$ cat src/rtl/y86_pkg.sv
// Shared Y86-64 definitions: instruction codes, register specifiers and
// the write-back FSM state type.
package y86_pkg;

    localparam logic [3:0] ICODE_HALT   = 4'h0;
    localparam logic [3:0] ICODE_NOP    = 4'h1;
    localparam logic [3:0] ICODE_CMOVXX = 4'h2;
    localparam logic [3:0] ICODE_IRMOVQ = 4'h3;
    localparam logic [3:0] ICODE_RMMOVQ = 4'h4;
    localparam logic [3:0] ICODE_MRMOVQ = 4'h5;
    localparam logic [3:0] ICODE_OPQ    = 4'h6;
    localparam logic [3:0] ICODE_JXX    = 4'h7;
    localparam logic [3:0] ICODE_CALL   = 4'h8;
    localparam logic [3:0] ICODE_RET    = 4'h9;
    localparam logic [3:0] ICODE_PUSHQ  = 4'hA;
    localparam logic [3:0] ICODE_POPQ   = 4'hB;

    localparam logic [3:0] REG_RSP  = 4'h4;
    localparam logic [3:0] REG_NONE = 4'hF;
    localparam int         NUM_REGS = 15;

    typedef enum logic [1:0] {
        WB_IDLE = 2'd0,
        WB_WR_E = 2'd1,
        WB_WR_M = 2'd2,
        WB_DONE = 2'd3
    } wb_state_t;

endpackage

$ cat src/rtl/y86_writeback_if.sv
// Instruction-result handshake between the memory stage (master) and the
// write-back stage (slave).
interface y86_writeback_if;
    logic        in_valid;
    logic        in_ready;
    logic [3:0]  icode;
    logic [3:0]  rA;
    logic [3:0]  rB;
    logic        cnd;
    logic [63:0] valE;
    logic [63:0] valM;

    modport master (output in_valid, icode, rA, rB, cnd, valE, valM,
                    input  in_ready);
    modport slave  (input  in_valid, icode, rA, rB, cnd, valE, valM,
                    output in_ready);
endinterface

$ cat src/rtl/y86_regfile.sv
// Y86-64 architectural register file: 15 x 64-bit, one synchronous write
// port, two combinational read ports; specifier 4'hF reads as zero.
module y86_regfile
    import y86_pkg::*;
(
    input  logic        clk,
    input  logic        rst_n,
    input  logic        we,
    input  logic [3:0]  waddr,
    input  logic [63:0] wdata,
    input  logic [3:0]  raddr_a,
    input  logic [3:0]  raddr_b,
    output logic [63:0] rdata_a,
    output logic [63:0] rdata_b
);

    logic [63:0] mem_q [NUM_REGS];
    logic [63:0] mem_d [NUM_REGS];

    always_comb begin
        mem_d = mem_q;
        if (we && waddr != REG_NONE) begin
            mem_d[waddr] = wdata;
        end
    end

    // NOTE: the architecture defines every register as zero after reset, so
    // this array is reset explicitly instead of being left to a RAM macro.
    always_ff @(posedge clk) begin
        if (!rst_n) begin
            for (int i = 0; i < NUM_REGS; i++) begin
                mem_q[i] <= '0;
            end
        end else begin
            mem_q <= mem_d;
        end
    end

    assign rdata_a = (raddr_a == REG_NONE) ? 64'd0 : mem_q[raddr_a];
    assign rdata_b = (raddr_b == REG_NONE) ? 64'd0 : mem_q[raddr_b];

endmodule

$ cat src/rtl/y86_writeback.sv
// Y86-64 SEQ write-back stage: decodes destinations and commits valE/valM over
// one or two cycles. Define WB_BYPASS_EN to forward the in-flight write to the reads.
module y86_writeback
    import y86_pkg::*;
(
    input  logic                   clk,
    input  logic                   rst_n,
    y86_writeback_if.slave         bus,
    input  logic [3:0]             srcA,
    input  logic [3:0]             srcB,
    output logic [63:0]            valA,
    output logic [63:0]            valB,
    output logic                   wr_en,
    output logic [3:0]             wr_dst,
    output logic [63:0]            wr_data,
    output logic                   instr_done
);

    wb_state_t   state_q, state_d;
    logic [3:0]  dst_e_q, dst_e_d;
    logic [3:0]  dst_m_q, dst_m_d;
    logic [63:0] val_e_q, val_e_d;
    logic [63:0] val_m_q, val_m_d;
    logic [3:0]  dec_e, dec_m;
    logic        in_ready;
    logic [63:0] rd_a, rd_b;

    always_comb begin
        dec_e = REG_NONE;
        dec_m = REG_NONE;
        case (bus.icode)
            ICODE_CMOVXX:                    if (bus.cnd) dec_e = bus.rB;
            ICODE_IRMOVQ, ICODE_OPQ:         dec_e = bus.rB;
            ICODE_CALL, ICODE_RET,
            ICODE_PUSHQ:                     dec_e = REG_RSP;
            ICODE_POPQ: begin
                dec_e = REG_RSP;
                dec_m = bus.rA;
            end
            ICODE_MRMOVQ:                    dec_m = bus.rA;
            default:                         ;
        endcase
    end

    // NOTE: every output of this block is given a default before the case so
    // that no path leaves a signal unassigned, which would infer a latch.
    always_comb begin
        state_d    = state_q;
        dst_e_d    = dst_e_q;
        dst_m_d    = dst_m_q;
        val_e_d    = val_e_q;
        val_m_d    = val_m_q;
        in_ready   = 1'b0;
        wr_en      = 1'b0;
        wr_dst     = REG_NONE;
        wr_data    = 64'd0;
        instr_done = 1'b0;

        case (state_q)
            WB_IDLE: begin
                in_ready = 1'b1;
                if (bus.in_valid) begin
                    dst_e_d = dec_e;
                    dst_m_d = dec_m;
                    val_e_d = bus.valE;
                    val_m_d = bus.valM;
                    if (dec_e != REG_NONE)      state_d = WB_WR_E;
                    else if (dec_m != REG_NONE) state_d = WB_WR_M;
                    else                        state_d = WB_DONE;
                end
            end
            WB_WR_E: begin
                wr_en   = 1'b1;
                wr_dst  = dst_e_q;
                wr_data = val_e_q;
                state_d = (dst_m_q != REG_NONE) ? WB_WR_M : WB_DONE;
            end
            WB_WR_M: begin
                wr_en   = 1'b1;
                wr_dst  = dst_m_q;
                wr_data = val_m_q;
                state_d = WB_DONE;
            end
            WB_DONE: begin
                instr_done = 1'b1;
                state_d    = WB_IDLE;
            end
            default: state_d = WB_IDLE;
        endcase
    end

    assign bus.in_ready = in_ready;

    // NOTE: state registers use non-blocking assignments so every flop samples
    // the pre-edge values regardless of statement order.
    always_ff @(posedge clk) begin
        if (!rst_n) begin
            state_q <= WB_IDLE;
            dst_e_q <= REG_NONE;
            dst_m_q <= REG_NONE;
            val_e_q <= '0;
            val_m_q <= '0;
        end else begin
            state_q <= state_d;
            dst_e_q <= dst_e_d;
            dst_m_q <= dst_m_d;
            val_e_q <= val_e_d;
            val_m_q <= val_m_d;
        end
    end

    y86_regfile u_regfile (
        .clk     (clk),
        .rst_n   (rst_n),
        .we      (wr_en),
        .waddr   (wr_dst),
        .wdata   (wr_data),
        .raddr_a (srcA),
        .raddr_b (srcB),
        .rdata_a (rd_a),
        .rdata_b (rd_b)
    );

`ifdef WB_BYPASS_EN
    // Forward the value being written this cycle to a matching read.
    always_comb begin
        valA = rd_a;
        valB = rd_b;
        if (wr_en && wr_dst != REG_NONE && srcA == wr_dst) valA = wr_data;
        if (wr_en && wr_dst != REG_NONE && srcB == wr_dst) valB = wr_data;
    end
`else
    assign valA = rd_a;
    assign valB = rd_b;
`endif

endmodule
$ cat src/flat_wrapper.sv
// flat-port wrapper written by rule: the top's interface ports become plain ports
module y86_writeback_flat import y86_pkg::*;
  (clk, rst_n, srcA, srcB, valA, valB, wr_en, wr_dst, wr_data, instr_done, bus_in_valid, bus_icode, bus_rA, bus_rB, bus_cnd, bus_valE, bus_valM, bus_in_ready);
  y86_writeback_if bus_i ();
  input  logic clk;
  input  logic rst_n;
  input  logic [3:0] srcA;
  input  logic [3:0] srcB;
  output logic [63:0] valA;
  output logic [63:0] valB;
  output logic wr_en;
  output logic [3:0] wr_dst;
  output logic [63:0] wr_data;
  output logic instr_done;
  input wire logic [$bits(bus_i.in_valid)-1:0] bus_in_valid;
  input wire logic [$bits(bus_i.icode)-1:0] bus_icode;
  input wire logic [$bits(bus_i.rA)-1:0] bus_rA;
  input wire logic [$bits(bus_i.rB)-1:0] bus_rB;
  input wire logic [$bits(bus_i.cnd)-1:0] bus_cnd;
  input wire logic [$bits(bus_i.valE)-1:0] bus_valE;
  input wire logic [$bits(bus_i.valM)-1:0] bus_valM;
  output wire logic [$bits(bus_i.in_ready)-1:0] bus_in_ready;
  assign bus_i.in_valid = bus_in_valid;
  assign bus_i.icode = bus_icode;
  assign bus_i.rA = bus_rA;
  assign bus_i.rB = bus_rB;
  assign bus_i.cnd = bus_cnd;
  assign bus_i.valE = bus_valE;
  assign bus_i.valM = bus_valM;
  assign bus_in_ready = bus_i.in_ready;
  y86_writeback u_core (.clk(clk), .rst_n(rst_n), .bus(bus_i), .srcA(srcA), .srcB(srcB), .valA(valA), .valB(valB), .wr_en(wr_en), .wr_dst(wr_dst), .wr_data(wr_data), .instr_done(instr_done));
endmodule
$ cat config.mk
export PLATFORM = sky130hd
export DESIGN_NAME = y86_writeback_flat
export DESIGN_NICKNAME = d
export VERILOG_FILES = /design/src/rtl/y86_pkg.sv /design/src/rtl/y86_writeback_if.sv /design/src/rtl/y86_regfile.sv /design/src/rtl/y86_writeback.sv /design/src/flat_wrapper.sv
export SDC_FILE = /design/constraint.sdc
export NUM_CORES = 2
export LEC_CHECK = 0
export ABC_AREA = 1
export CAP_MARGIN = 20
export CELL_PAD_IN_SITES_DETAIL_PLACEMENT = 0
export CELL_PAD_IN_SITES_GLOBAL_PLACEMENT = 1
export CORE_MARGIN = 4
export CORE_UTILIZATION = 40
export DETAILED_ROUTE_END_ITERATION = 8
export PLACE_DENSITY_LB_ADDON = 0.1
export SYNTH_ARGS = -nofsm -noshare
export SYNTH_HDL_FRONTEND = slang
export SYNTH_SLANG_ARGS = --single-unit
$ cat constraint.sdc
create_clock -name clk -period 4.8 [get_ports clk]
set_clock_uncertainty 0.15 [all_clocks]
set_input_delay 1.44 -clock clk [delete_from_list [all_inputs] [get_ports clk]]
set_output_delay 1.44 -clock clk [all_outputs]
set_load 0.05 [all_outputs]
**Word-level counts from Yosys, hierarchy flattened**

Cells that the tools add are included.
Widths: inputs -> output; s select.

- Logic and storage cells: 77
- Output and inout port bits: 199
- Input bits: 152
- Register bits after elaboration: 1098

- Reductions and logical operators: 8
- Mux-type cells: 24
- Magnitude comparators: 4
- Equality and inequality tests: 18
- Bitwise gates (word level): 3

Operators with widths:

| operator | number |
|---|---|
| $bwmux 960 | 1 |
| $bmux 64 s4 | 2 |
| $mux 64 | 7 |
| $demux 64 s4 | 1 |
| $pmux 64 s2 | 1 |
| $eq 4x4->1 const B | 6 |
| $ne 4x4->1 const B | 4 |
| $ge 5x5->1 const B | 3 |
| $not 4->5 | 3 |
| $pmux 4 s3 | 1 |
| $eq 4x2->1 const B | 2 |
| $eq 4x3->1 const B | 2 |
| $mux 4 | 2 |
| $pmux 2 s4 | 1 |
| $pmux 4 s2 | 1 |
| $reduce_or 2->1 | 3 |
| $lt 5x1->1 const B | 1 |
| $mux 1 | 5 |
| $eq 2x2->1 const B | 2 |
| $mux 2 | 2 |
| $reduce_or 4->1 | 1 |
| $eq 2x1->1 const B | 1 |
| $logic_and 1x1->1 | 2 |
| $logic_not 2->1 | 1 |
| 2 further kinds | 2 |

**Logic depth before layout (Yosys ltp)**

- Depth after elaboration: 8
- Mapped depth: 14
- Depth with buffers taken out: 11

**Hierarchy**

From an unflattened synthesis, not the netlist that was laid out.

- Cell total of the unflattened synthesis: 9836
- Area, all modules: 59409.5 µm²

Modules (own cells, without submodules):

| module | area each (µm²) | cells each | seq. area each (µm²) | times used |
|---|---|---|---|---|
| y86_regfile | 53487.5 | 8974 | 19218.4 | 1 |
| y86_writeback | 5921.9 | 862 | 2762.6 | 1 |

**Worst setup path after synthesis**

OpenSTA, ideal clock, no wires.

- Path type: input port to output port
- Start: input port srcA[1]
- End: output port valA[20]
- Path slack: -0.119 ns
- Data required time: 3.210 ns
- Data arrival time: 3.329 ns
- Buffers on the path: 3
- Cell stages on the path: 7
- Cells stage by stage: buf_2 > inv_1 > nor2_1 > buf_2 > buf_1 > a22oi_1 > o211ai_1

- Word-level cells in the longest chain between the ends: 5
- Elaborated cells between the ends (all ways): 6
- Those cells by class: eq/ne: 1; mux: 4; bitwise: 1

Ends and longest elaborated chain:

| what | RTL line | RTL |
|---|---|---|
| start, declared | flat_wrapper.sv:7 | `input logic [3:0] srcA;` |
| $not 4->5 (not written as such) | y86_regfile.sv:39 | `assign rdata_a = (raddr_a == REG_NONE) ? 64'd0 : mem_q[raddr_a];` |
| $bmux 64 s4 | y86_regfile.sv:39 |  |
| $mux 64 (not written as such) (2 in series) | y86_regfile.sv:39 |  |
| $mux 64 (*) | y86_regfile.sv:39 |  |
| end, declared | flat_wrapper.sv:9 | `output logic [63:0] valA;` |

Mark *: on every way between the ends. The rest lies on a longest branch, timed or not. The select of a mux whose other input is x is not followed.

**Worst setup path after layout**

- Start: input port srcB[0]
- End: output port valB[41]

- Word-level cells in the longest chain between the ends: 5
- Elaborated cells between the ends (all ways): 6
- Those cells by class: eq/ne: 1; mux: 4; bitwise: 1

Ends and longest elaborated chain:

| what | RTL line | RTL |
|---|---|---|
| start, declared | flat_wrapper.sv:8 | `input logic [3:0] srcB;` |
| $not 4->5 (not written as such) | y86_regfile.sv:40 | `assign rdata_b = (raddr_b == REG_NONE) ? 64'd0 : mem_q[raddr_b];` |
| $bmux 64 s4 | y86_regfile.sv:40 |  |
| $mux 64 (not written as such) (2 in series) | y86_regfile.sv:40 |  |
| $mux 64 (*) | y86_regfile.sv:40 |  |
| end, declared | flat_wrapper.sv:10 | `output logic [63:0] valB;` |

Marked as above.

==> results.yml <==
setup_path:
  path_max_fanout: 10
  r2r_cells: 10
  cp-end-kind: "output port"
  cp-endpoint: "valB[41]"
  crit_arrival_ns: 3.29
  crit_cells: 9
  crit_chain: "buf_8 > nand2_4 > buf_12 > buf_4 > o221ai_1 > nand2_1 > o211ai_1 > buf_12 > buf_12"
  worstPathRequired_ns: 3.21
  r2r-start: "u_core.state_q[0]$_SDFFE_PN0P_"
  ff2ff_setup_slack_ns: 0.73
  cpMaxStageDelayCell: "o221ai_1"
  cp.buffers_inverters: 5
  crit_start: "srcB[0]"
  slowest_delay_ns: 0.50
  worst_r2r_endpoint: "u_core.u_regfile.mem_q[907]$_SDFFE_PN0P_"
  crit_family: "buffers and inverters"
  crit_top_cell: "buf_12"
  crit_type: "in -> out"
  worstSetupStartpointType: "input pin"
routing:
  num_vias: 58700
  viasPerCell: 6.14
  first_pass_iters: 6
  drt-total-wl_um: 266000
  remaining_drc_errors: 0
  first_iter_violations: 6938
  wl_per_cell_um: 27.9
  ant_nets: 0
power:
  power_density_nw_per_um2: 552
  power_mw: 37.6
  p_leak_nw: 24.6
  ir_worst_vdd_uv: 697
die:
  die_w_um: 372
  rows: 133
  die-area_um2: 139000
  ios: 351
  start_util: 0.404
  die_y_um: 372
  core_area_um2: 132000
cts:
  cts-root-buf: "clkbuf_16"
  clock_path_buffers: 3
  cts.sinks: 1098
  cts.reportedPaths.clkPinSlew_ns: 0.05
  worstSkewPairLatency_ns: 0.78
  h-tree-depth: 4
  cts_made_buffers: 134
  cts_tree: "built"
run_status:
  violations: "setup timing"
  outcome: "finished, violations left"
synthesis:
  ys_seq_area_frac: 0.414
  synth_top_family_by_area: "compound AO/OA/AOI/OAI gates"
  syn_inst: 7545
  muxShareOfSynthArea: 0
  synth-xor-area-share: 0
  synth_fa_ha_area_frac: 0.000942
  syn_area_um2: 53100
  synth_nets: 7701
  synth.area.top_cells: "dfxtp_1 41%, o21ai_0 15%, a21oi_1 13%"
  ys_types: 28
  ys_ff_latch: 1098
  synth_warnings: 0
  synth-compound-area-share: 0.367
  yosys.area_share.simple: 0.111
  yosys.area.top_type_share: 0.414
  post-synth-top-area-cell: "dfxtp_1"
  avgSynthCellArea_um2: 7.04
global_route:
  grt_pass1_wl_um: 377000
  grt.total_usage: 0.365
  antenna_found_initial: 1
  grt_start_max_net_pins: 166
  globalRouteOverflowTotal: 0
  grt_pass1_vias: 54400
sta:
  max_freq_mhz: 205
  fin_crit_sh: 1.02
  tightest_slew_ns: 1.19
  setup_viol: 9
  maxSlewViolCount: 0
  fin_crit_ns: 4.88
  setup_ws_ns: -0.0799
  rsz0062_at_grt: "true"
  fin_hold_ws_ns: 0.301
  relSlewSlack: 0.208
  hold_viol_final: 0
worst_hold_path:
  hold_path_class: "reg -> reg"
placed_design:
  dp_slack_ns: -0.239
  dp_cells: 9300
  port_buffers: 350
  dp_hpwl_um: 167000
  gp_congestion: 0.918
finish:
  layout.nets: 7864
  final_cells: 9556
  syn2layout_area_growth_pct: 28.1
  antenna_cells: 0
  fillers: 12800
  layout-drive-gt1-share: 0.128
flow_run:
  drv_cap: 0
-- where the power goes --
group	switching [mW]	leakage [nW]	internal [mW]
logic	10.6	13.5	4.46
clock network	4.19	2.15	6.08
registers	0.950	8.92	11.3
-- worst min-delay path by stage --
stage | startpoint | end | slack (ns) | cells after the start
floorplan | u_core.val_e_q[10]$_SDFFE_PN0P_ | u_core.val_e_q[10]$_SDFFE_PN0P_ | 0.28 | 2
global placement | u_core.val_e_q[13]$_SDFFE_PN0P_ | u_core.val_e_q[13]$_SDFFE_PN0P_ | 0.29 | 2
detailed placement | u_core.val_m_q[24]$_SDFFE_PN0P_ | u_core.val_m_q[24]$_SDFFE_PN0P_ | 0.29 | 2
CTS | u_core.val_m_q[24]$_SDFFE_PN0P_ | u_core.val_m_q[24]$_SDFFE_PN0P_ | 0.30 | 2
global route | u_core.val_m_q[60]$_SDFFE_PN0P_ | u_core.val_m_q[60]$_SDFFE_PN0P_ | 0.31 | 2
finish | u_core.val_m_q[24]$_SDFFE_PN0P_ | u_core.val_m_q[24]$_SDFFE_PN0P_ | 0.30 | 2
-- final cells by class --
class | count | area [um2] | area share
multi-input cells | 4970 | 26100 | 0.384
clock buffers | 197 | 4010 | 0.0590
clock inverters | 32 | 337 | 0.00495
flip-flops and latches | 1098 | 22000 | 0.323
inverters | 704 | 2680 | 0.0393
well taps | 1755 | 2200 | 0.0323
repair buffers | 800 | 10700 | 0.157
-- cells by family after synthesis --
| logic type | count (synthesis) |
|---|---|
| flip-flops | 1098 |
| adder cells (fa/ha/maj) | 4 |
| AO/OA/AOI/OAI | 3533 |
| AND/OR/NAND/NOR | 1433 |
| buffers and inverters | 1477 |
-- worst min-delay path: stages (launching register included) --
cell,delay [ns]
dfxtp_1,0.29
inv_1,0.06
a21oi_1,0.05
-- state kept, by name (all words and copies together), names as in the netlist --
signal and flops:
u_core.u_regfile.mem_q 960, u_core.val_e_q 64, u_core.val_m_q 64, u_core.dst_e_q 4, u_core.dst_m_q 4, u_core.state_q 2
-- layer usage --
layer	up-vias	wire, um	GRT usage
met4	0	24500	0.291
li1	26600	-	-
met5	-	0	0
met2	3049	119000	0.575
met1	28200	103000	0.446
met3	822	20400	0.0525
-- repair_timing --
item                                    in CTS  in global routing
endpoints found under the hold margin        0                  0
buffers inserted                             5                  6
gates resized for setup                     81                 66
gates cloned                                 4                 11
pin swaps                                    3                 13
endpoints found under the setup margin      72                 67
hold buffers                                 0                  0
-- Yosys cell counts --
cell type and n:
dfxtp_1 1098, clkinv_1 3, clkbuf_1 607, nand4_1 1, o221ai_1 128, nor2_2 8, nor2_1 424, a31oi_1 50
o2111ai_1 256, o21ai_1 27, nor2_4 1, a211o_1 4, buf_4 1, o22ai_1 37, buf_1 49, a2bb2oi_1 16
nand2_1 627, ha_1 4, a211oi_1 51, o211ai_1 25, o21ai_0 1572, nand3_1 369, nand3_2 3, a21oi_1 1359
buf_2 116, a22oi_1 8, inv_2 22, inv_1 679
-- stage by stage --
step	area, um2	util	setup TNS [ns]
detailed placement	62500	0.475	-3.38
global route	68100	0.517	-0.111
floorplan	53100	-	-0.00577
CTS	67400	0.512	-0.00610
finish	68100	0.517	-0.321
global placement	62500	0.475	-3.51
-- cells in the final DEF, fill, tap and decap left out, types with 5 or more instances in the layout --
cell type	instances
nand3_1	353
a31oi_1	50
a21oi_1	1353
clkbuf_16	149
inv_1	670
o2111ai_1	218
inv_4	5
o211ai_1	25
a21oi_2	6
o21ai_1	42
clkbuf_1	24
nand2_4	5
bufinv_16	6
o21ai_0	1557
nor2_1	415
a211oi_1	51
o2111ai_2	35
nor2_4	18
nand2_1	616
o22ai_1	32
buf_16	12
buf_8	5
o221ai_2	7
buf_6	16
buf_12	295
clkinv_2	25
a2bb2oi_1	13
inv_2	19
o221ai_1	119
buf_4	308
a22oi_1	8
inv_6	6
clkbuf_8	37
nand3_2	18
nand2_2	6
clkdlybuf4s50_1	145
dfxtp_1	1098
(Power assumes the default switching activity.)
